==> config.mk <==
export PLATFORM = sky130hd
export DESIGN_NAME = rf_wb_arbiter
export DESIGN_NICKNAME = d
export VERILOG_FILES = /design/src/rtl/rf_wb_arbiter.sv
export SDC_FILE = /design/constraint.sdc
export NUM_CORES = 1
export LEC_CHECK = 0
export BUFFER_PORTS_ARGS = -buffer_cell sky130_fd_sc_hd__buf_2
export CORE_UTILIZATION = 51
export CTS_CLUSTER_DIAMETER = 200
export DETAILED_ROUTE_END_ITERATION = 12
export GPL_TIMING_DRIVEN = 0
export PLACE_DENSITY = 0.82
export SYNTH_ARGS = -nofsm -noshare
export SYNTH_HDL_FRONTEND = slang
export SYNTH_SLANG_ARGS = --single-unit
==> constraint.sdc <==
create_clock -name clk_i -period 3.56 [get_ports clk_i]
set_input_delay 0.712 -clock clk_i [delete_from_list [all_inputs] [get_ports clk_i]]
set_output_delay 0.712 -clock clk_i [all_outputs]
set_load 0.02 [all_outputs]
==> src/rtl/rf_wb_arbiter.sv <==
`default_nettype none
// ============================================================================
// Module   : rf_wb_arbiter
// Purpose  : Writeback arbiter and busy-register scoreboard for a 32x32
//            register file with a single write port. N_REQ writeback sources
//            are arbitrated round-robin. The winner is registered into a
//            one-entry output stage that drives the write port. A 32-bit busy
//            scoreboard tracks destinations that have been issued but not yet
//            written back, so the issue stage can detect RAW and WAW hazards.
// Revision : 1.0 - initial release
// ----------------------------------------------------------------------------
// Ports
//   clk_i          : clock, rising edge
//   reset_ni       : asynchronous reset, active low
//   req_valid_i    : per-requester writeback pending
//   req_ready_o    : one-hot grant (accept when valid & ready)
//   req_addr_i     : destination register of requester i at [5i+4:5i]
//   req_data_i     : writeback data of requester i at [32i+31:32i]
//   rf_we_o        : register file write enable
//   rf_waddr_o     : register file write address
//   rf_wdata_o     : register file write data
//   iss_valid_i    : issue stage wants to dispatch a writer of iss_waddr_i
//   iss_waddr_i    : destination register of the issuing instruction
//   iss_ready_o    : dispatch accepted, destination marked busy
//   q_addr1_i/2_i  : source registers being queried
//   q_busy1_o/2_o  : queried register has a writeback outstanding
// ============================================================================
module rf_wb_arbiter #(
  parameter int N_REQ = 3
) (
  input  logic                clk_i,
  input  logic                reset_ni,
  input  logic [N_REQ-1:0]    req_valid_i,
  output logic [N_REQ-1:0]    req_ready_o,
  input  logic [5*N_REQ-1:0]  req_addr_i,
  input  logic [32*N_REQ-1:0] req_data_i,
  output logic                rf_we_o,
  output logic [4:0]          rf_waddr_o,
  output logic [31:0]         rf_wdata_o,
  input  logic                iss_valid_i,
  input  logic [4:0]          iss_waddr_i,
  output logic                iss_ready_o,
  input  logic [4:0]          q_addr1_i,
  input  logic [4:0]          q_addr2_i,
  output logic                q_busy1_o,
  output logic                q_busy2_o
);

  localparam int LW = $clog2(N_REQ);
  localparam logic [LW-1:0] LAST_RST = LW'(N_REQ - 1);

  // Round-robin pointer: index of the most recently accepted requester.
  logic [LW-1:0] last_q, last_d;

  // Output stage.
  logic        we_q, we_d;
  logic [4:0]  waddr_q, waddr_d;
  logic [31:0] wdata_q, wdata_d;

  // Scoreboard.
  logic [31:0] busy_q, busy_d;

  // Arbitration results.
  logic [N_REQ-1:0] grant;
  logic [LW-1:0]    gidx;
  logic             accept;
  logic [4:0]       sel_addr;
  logic [31:0]      sel_data;
  int               idx;

  // Scan last+1, last+2, ... modulo N_REQ; the first valid requester wins.
  // Because the grant only ever lands on a valid requester, any grant is
  // also an accept (the handshake completes in the same cycle).
  always_comb begin
    grant  = '0;
    gidx   = last_q;
    accept = 1'b0;
    idx    = 0;
    for (int k = 1; k <= N_REQ; k++) begin
      idx = (int'(last_q) + k) % N_REQ;
      if (!accept && req_valid_i[idx]) begin
        grant[idx] = 1'b1;
        gidx       = LW'(idx);
        accept     = 1'b1;
      end
    end
  end

  assign req_ready_o = grant;
  assign sel_addr    = req_addr_i[5*int'(gidx) +: 5];
  assign sel_data    = req_data_i[32*int'(gidx) +: 32];

  always_comb begin
    last_d  = last_q;
    we_d    = 1'b0;
    waddr_d = waddr_q;
    wdata_d = wdata_q;
    if (accept) begin
      last_d  = gidx;
      // Writes to r0 are accepted but never reach the register file.
      we_d    = (sel_addr != 5'd0);
      waddr_d = sel_addr;
      wdata_d = sel_data;
    end
  end

  // busy_q[0] is always 0, so an issue to r0 is never stalled and never
  // marks anything busy.
  assign iss_ready_o = iss_valid_i & ~busy_q[iss_waddr_i];

  // Clear is applied before set so a same-edge issue to the register being
  // written back keeps it busy: the new producer owns the register.
  always_comb begin
    busy_d = busy_q;
    if (accept) begin
      busy_d[sel_addr] = 1'b0;
    end
    if (iss_ready_o) begin
      busy_d[iss_waddr_i] = 1'b1;
    end
    busy_d[0] = 1'b0;
  end

  always_ff @(posedge clk_i or negedge reset_ni) begin
    if (!reset_ni) begin
      last_q  <= LAST_RST;
      we_q    <= 1'b0;
      waddr_q <= 5'd0;
      wdata_q <= 32'd0;
      busy_q  <= 32'd0;
    end else begin
      last_q  <= last_d;
      we_q    <= we_d;
      waddr_q <= waddr_d;
      wdata_q <= wdata_d;
      busy_q  <= busy_d;
    end
  end

  assign rf_we_o    = we_q;
  assign rf_waddr_o = waddr_q;
  assign rf_wdata_o = wdata_q;

  // No bypass of a same-cycle clear: the write-through register file read
  // covers the cycle after acceptance.
  assign q_busy1_o = busy_q[q_addr1_i];
  assign q_busy2_o = busy_q[q_addr2_i];

endmodule
`default_nettype wire

==> impl_metrics.env, run 1 <==
export IMPL_cp_slowest_cell="dfstp_2"
export IMPL_critPathCaptureType="flip-flop"
export IMPL_fmax_mhz=288
export IMPL_ff2ff_path_depth=13
export IMPL_synth_ff_type="dfrtp_1"
export IMPL_antenna_left=0
export IMPL_ios=176
export IMPL_antenna_found_initial=0
export IMPL_rsz0062_at_grt="true"
export IMPL_synth_area_um2=4970
export IMPL_syn_nets=695
export IMPL_hp_class="primary input to asynchronous set/reset pin"
export IMPL_finalWorstSetupSlack_ps=93.7
export IMPL_synth_distinct_cells=59
export IMPL_die_w_um=101
export IMPL_slew_viol_final=0
export IMPL_start_util_pct=53.2
export IMPL_synth_warnings=0
export IMPL_nets=882
export IMPL_power_leakage_nw=2.84
export IMPL_cts_max_level=3
export IMPL_setup_viol=0
export IMPL_grtUsageTotal_pct=31.4
export IMPL_area_growth_pct=26.3
export IMPL_path_class="flip-flop to flip-flop"
export IMPL_cts_sinks=71
export IMPL_clk_pin_slew_ps=90
export IMPL_totalWireLength_um=16000
export IMPL_fin_crit_ps=3470
export IMPL_use_met1_pct=40.5
export IMPL_irDropWorstVdd_mv=0.770
export IMPL_dieArea_um2=10100
export IMPL_synth_top_area_cell="dfrtp_1"
export IMPL_overflow=0
export IMPL_grt_busiest_layer="met2"
export IMPL_fin_tns_setup_ps=0
export IMPL_avgRoutedWirePerCell_um=18.2
export IMPL_worst_hold_slack_ps=458
export IMPL_grtUsageMet2_pct=53.5
export IMPL_cts_tree="built"
export IMPL_finalCritPeriodShare_pct=97.4
export IMPL_ys_seq_elements=71
export IMPL_tightest_slew_ps=882
export IMPL_drc=0
export IMPL_avgSynthCellArea_um2=8.88
export IMPL_cp_max_fo=10
export IMPL_yosysSeqAreaShare_pct=35.8
export IMPL_synthDominantCellAreaShare_pct=35.3
export IMPL_path_cells="inv_1, ha_1, buf_4, mux2i_1, o21ai_2, o31ai_4, nor2_8, inv_4, buf_6, nand3_2, a211o_2, o41ai_1, o21ai_1"
export IMPL_max_slew_margin_pct=41.2
export IMPL_synth_edf_count=0
export IMPL_final_util_pct=67.3
export IMPL_first_pass_iters=5
export IMPL_outcome="completed"
export IMPL_grt_pass1_wl_um=24500
export IMPL_core_um2=9330
export IMPL_clock_path_buffers=2
export IMPL_grt_start_max_net_pins=72
export IMPL_first_iter_violations=327
export IMPL_vias=5369
export IMPL_vias_per_cell=6.10
export IMPL_p_per_area_nw_per_um2=1130
export IMPL_cts_root_buf="clkbuf_8"
export IMPL_drive_gt1_share_pct=34.9
export IMPL_startpoint_type="flip-flop"
export IMPL_finClkSkew_ps=12.4
export IMPL_synthCells=559
export IMPL_critPathRequiredTime_ps=3780
export IMPL_io_buffers=170
export IMPL_num_rows=35
export IMPL_crit_arrival_ps=3680
export IMPL_pre_cts_slack_ps=-117
export IMPL_insertion_delay_ps=350
export IMPL_ys_top_cells_by_area="dfrtp_1 (35%), mux4_2 (11%), a21oi_1 (10%), nand2_1 (7.3%), nor2_1 (3.6%)"
export IMPL_gp_congestion=1.01
export IMPL_synth_async_sr_flop_share_pct=100
export IMPL_final_hold_viol_count=0
export IMPL_critPathMaxStageDelay_ps=580
export IMPL_fp_dieH_um=101
export IMPL_dpl_hpwl_um=11900
export IMPL_cts_buffers=9
export IMPL_cap_violations=0
export IMPL_antenna_cells=0
export IMPL_grtUsageMet3_pct=5.41
export IMPL_grt_pass1_vias=5050
through the flow:
stage,area (µm²),power (mW),cells
2_1_floorplan,4970,4.88,559
3_5_place_dp,5980,6.19,858
5_1_grt,6270,7.61,880
3_3_place_gp,5980,6.01,858
6_report,6270,7.11,880
4_1_cts,6180,6.85,874
state kept, by name (all words and copies together), names as in the netlist:
| name | cells |
|---|---|
| last_q | 2 |
| busy_q | 31 |
| rf_wdata_o | 32 |
| rf_waddr_o | 5 |
| rf_we_o | 1 |
logic make-up after synthesis:
logic type | Yosys count | synth area share, %
AO/OA/AOI/OAI | 210 | 27.1
AND/OR/NAND/NOR | 193 | 17.8
flip-flops | 71 | 35.8
buffers and inverters | 43 | 3.88
multiplexers | 38 | 14.3
adder cells (fa/ha/maj) | 4 | 1.01
what timing repair did:
item | 4_1_cts | 5_1_grt
hold buffers | 0 | 0
setup endpoints to repair | 1 | 53
pin swaps | 0 | 7
setup buffers | 0 | 5
cloned | 0 | 1
gates resized for setup | 1 | 18
layout make-up:
cell class | count | area (µm²)
Fill cell | 776 | 3050
Multi-Input combinational cell | 446 | 3050
Sequential cell | 71 | 1780
Timing Repair Buffer | 175 | 891
Buffer | 36 | 169
Tap cell | 129 | 161
Clock buffer | 9 | 124
Clock inverter | 7 | 72.6
Inverter | 7 | 28.8
where the power goes:
group,leakage (nW),internal (mW),switching (mW)
clock network,0.0956,0.325,0.328
logic,1.89,1.80,3.10
registers,0.858,1.25,0.307
worst max-delay path, delay by kind of cell, from the launching register on:
family          cells  cell delay [ps]
compound gates      5             1530
fa+ha+maj           1              180
buf+inv             4              540
flops               1              580
mux                 1              290
simple gates        2              200
metal layers:
metal | routed length, µm | share of wire, %
met4 | 402 | 2.5
met2 | 7720 | 48
met3 | 1500 | 9.4
met1 | 6360 | 40
met5 | 0 | 0
path summary, 6_finish.rpt:
kind | endpoint | start | slack [ps]
worst max-delay path | busy_q[31] | last_q[1] | 90
worst min-delay path | busy_q[7] | reset_ni | 460
worst max register to register | busy_q[31] | last_q[1] | 90
worst min register to register | rf_waddr_o[2] | rf_waddr_o[2] | 530
max in group asynchronous | busy_q[16] | reset_ni | 2500
min in group clk_i | rf_waddr_o[2] | rf_waddr_o[2] | 530
synthesized netlist by cell type (2+ instances only):
| cell | n |
|---|---|
| a21oi_1 | 104 |
| nand2_1 | 97 |
| dfrtp_1 | 70 |
| nor2_1 | 47 |
| o21ai_0 | 32 |
| clkbuf_1 | 30 |
| mux4_2 | 25 |
| o31ai_1 | 19 |
| o21ai_1 | 13 |
| and3_1 | 8 |
| nand3_1 | 8 |
| inv_1 | 6 |
| mux2_2 | 6 |
| nor3_1 | 5 |
| o21a_1 | 5 |
| a21boi_1 | 4 |
| a221oi_1 | 4 |
| ha_1 | 4 |
| mux2i_1 | 4 |
| nand2b_1 | 4 |
| nand3b_1 | 4 |
| nor2b_1 | 4 |
| o211ai_1 | 4 |
| o311ai_4 | 4 |
| or3_1 | 4 |
| buf_6 | 3 |
| mux2i_2 | 3 |
| o21bai_1 | 3 |
| o41ai_1 | 3 |
| buf_2 | 2 |
| o21ai_2 | 2 |
cells in the final DEF, fill, tap and decap left out, types with 9 or more instances in the layout:
| cell | n |
|---|---|
| clkbuf_8 | 9 |
| buf_2 | 171 |
| dfrtp_1 | 70 |
| clkbuf_1 | 26 |
| o21ai_0 | 29 |
| a21oi_1 | 104 |
| nor2_1 | 46 |
| nand2_1 | 97 |
| o31ai_1 | 19 |
| mux4_2 | 25 |
| o21ai_1 | 15 |
Note: power is estimated with default switching activity, not from simulation.
==> run 2: changes to the inputs <==
- CORE_ASPECT_RATIO: not set -> 0.8
- PLACE_DENSITY: 0.82 -> not set
- PLACE_DENSITY_LB_ADDON: not set -> 0.25
==> run 2 against run 1 <==
Compared with the run above:
- the run now ends with design-rule violations left
- clock skew is 4.6 ps lower
- core utilization increased by 1.4 points
- combinational power increased by 0.8%
- routed wire length increased by 0.87%
- cell count down 1.4%
- fmax is 1.6% lower
- final area up 1.4%
- sequential share of layout area fell by 0.40 points
- global-route usage rose by 1.2 points
- die area is essentially flat
- via count shrank 0.91%
- largest power group unchanged
==> impl_metrics.env, run 2 (synthesis gave the netlist of run 1 again) <==
export IMPL_outcome="finished with violations"
export IMPL_violations="design-rule violations"
export IMPL_hp_class="flip-flop to flip-flop"
export IMPL_fp_dieH_um=90.3
export IMPL_vias_per_cell=6.13
export IMPL_cp_max_fo=10
export IMPL_rsz0062_at_grt="true"
export IMPL_cap_violations=0
export IMPL_final_util_pct=68.6
export IMPL_power_leakage_nw=2.90
export IMPL_multi_input_area_um2=3010
export IMPL_antenna_cells=0
export IMPL_p_per_area_nw_per_um2=1170
export IMPL_design_area_um2=6360
export IMPL_finClkSkew_ps=7.84
export IMPL_slew_viol_final=0
export IMPL_num_rows=31
export IMPL_clock_path_buffers=2
export IMPL_pre_cts_slack_ps=-110
export IMPL_fmax_mhz=284
export IMPL_critPathCaptureType="flip-flop"
export IMPL_path_class="flip-flop to flip-flop"
export IMPL_cts_tree="built"
export IMPL_total_power_mw=7.44
export IMPL_critPathMostFrequentCell="mux2i_2"
export IMPL_antenna_left=0
export IMPL_clk_pin_slew_ps=60
export IMPL_gp_congestion=0.956
export IMPL_largest_reg_flops=32
export IMPL_drc=6
export IMPL_first_iter_violations=598
export IMPL_cp_top_family="compound AO/OA/AOI/OAI gates"
export IMPL_grt_pass1_wl_um=25800
export IMPL_path_cells="inv_1, ha_1, buf_4, mux2i_2, mux2i_2, a221o_2, and3_1, o311ai_4, nand3b_2, o41ai_1, o21ai_1"
export IMPL_irDropWorstVdd_mv=0.557
export IMPL_area_growth_pct=28.1
export IMPL_crit_arrival_ps=3730
export IMPL_core_um2=9270
export IMPL_cp_slowest_cell="dfstp_2"
export IMPL_insertion_delay_ps=340
export IMPL_overflow=0
export IMPL_finalCritPeriodShare_pct=98.9
export IMPL_cts_sinks=71
export IMPL_max_slew_margin_pct=38.7
export IMPL_postPlaceCellArea_um2=5960
export IMPL_rrSetupSlack_ps=40
export IMPL_avgRoutedWirePerCell_um=18.6
export IMPL_start_util_pct=53.6
export IMPL_fin_tns_setup_ps=0
export IMPL_grt_pass1_vias=5199
export IMPL_regArea_um2=1780
export IMPL_final_hold_viol_count=0
export IMPL_final_cell_mix="buf_2 (172), a21oi_1 (104), nand2_1 (97)"
export IMPL_totalWireLength_um=16100
export IMPL_cts_max_level=3
export IMPL_critPathRequiredTime_ps=3770
export IMPL_vias=5320
export IMPL_startpoint_type="flip-flop"
export IMPL_setup_viol=0
export IMPL_cts_buffers=9
export IMPL_cp_buffers_inverters=2
export IMPL_cts_root_buf="clkbuf_16"
export IMPL_fin_crit_ps=3520
export IMPL_final_cells=868
export IMPL_placed_cells=844
export IMPL_worst_hold_slack_ps=487
export IMPL_nets=884
export IMPL_final_fill_count=787
export IMPL_dieArea_um2=10100
export IMPL_dpl_hpwl_um=12100
export IMPL_ios=176
export IMPL_grt_start_max_net_pins=72
export IMPL_io_buffers=170
export IMPL_drive_gt1_share_pct=34.9
export IMPL_die_w_um=112
export IMPL_grtUsageTotal_pct=32.6
export IMPL_tightest_slew_ps=919
export IMPL_first_pass_iters=9
export IMPL_antenna_found_initial=0
export IMPL_mostFrequentLayoutCell="buf_2"
export IMPL_critPathMaxStageDelay_ps=560
export IMPL_finalWorstSetupSlack_ps=38.5
[run 2: changes by cell type in the layout (fill, tap and decap cells not counted), moves of 2 or more]
cell,delta
buf_4,+3
o21ai_1,-2
clkbuf_8,-7
clkinv_2,-2
clkbuf_16,+9
o21ai_0,+2
[run 2: per-layer routing]
layer / track usage [%] / vias up / wire, µm
met5: 0 / - / 0
met4: 12.0 / 0 / 405
met3: 7.72 / 38 / 1620
met2: 51.9 / 329 / 7470
met1: 43.6 / 2519 / 6620
li1: - / 2434 / -
[run 2: final timing paths]
path | startpoint | endpoint | depth (start not counted)
setup / recovery | last_q[1] | busy_q[30] | 11
hold / removal | rf_waddr_o[1] | rf_waddr_o[1] | 2
setup reg to reg | last_q[1] | busy_q[30] | 11
hold reg to reg | rf_waddr_o[1] | rf_waddr_o[1] | 2
max in group asynchronous | reset_ni | busy_q[7] | 1
min in group asynchronous | reset_ni | rf_wdata_o[28] | 1
[run 2: cell type report]
| type | count | area share, % |
|---|---|---|
| Tap cell | 115 | 2.26 |
| Sequential cell | 71 | 27.9 |
| Timing Repair Buffer | 178 | 14.4 |
| Buffer | 36 | 2.65 |
| Clock buffer | 11 | 3.97 |
| Clock inverter | 5 | 1.00 |
| Inverter | 7 | 0.452 |
| Multi-Input combinational cell | 445 | 47.4 |
[run 2: repair_timing]
action                                  in CTS  in global routing
buffers inserted                             0                  8
hold buffers                                 0                  0
endpoints found under the setup margin       2                 25
pin swaps                                    0                  6
resized for setup                            2                 11
[run 2: tightest hold or removal path, delay by kind of cell (launching register included)]
kind            cells  cell delay, ps
flops               1             340
compound gates      1              70
simple gates        1              40
[run 2: power breakdown]
| part | internal, mW | total (mW) | switching, mW |
|---|---|---|---|
| clock network | 0.586 | 0.955 | 0.369 |
| logic | 1.84 | 4.94 | 3.10 |
| registers | 1.25 | 1.54 | 0.294 |
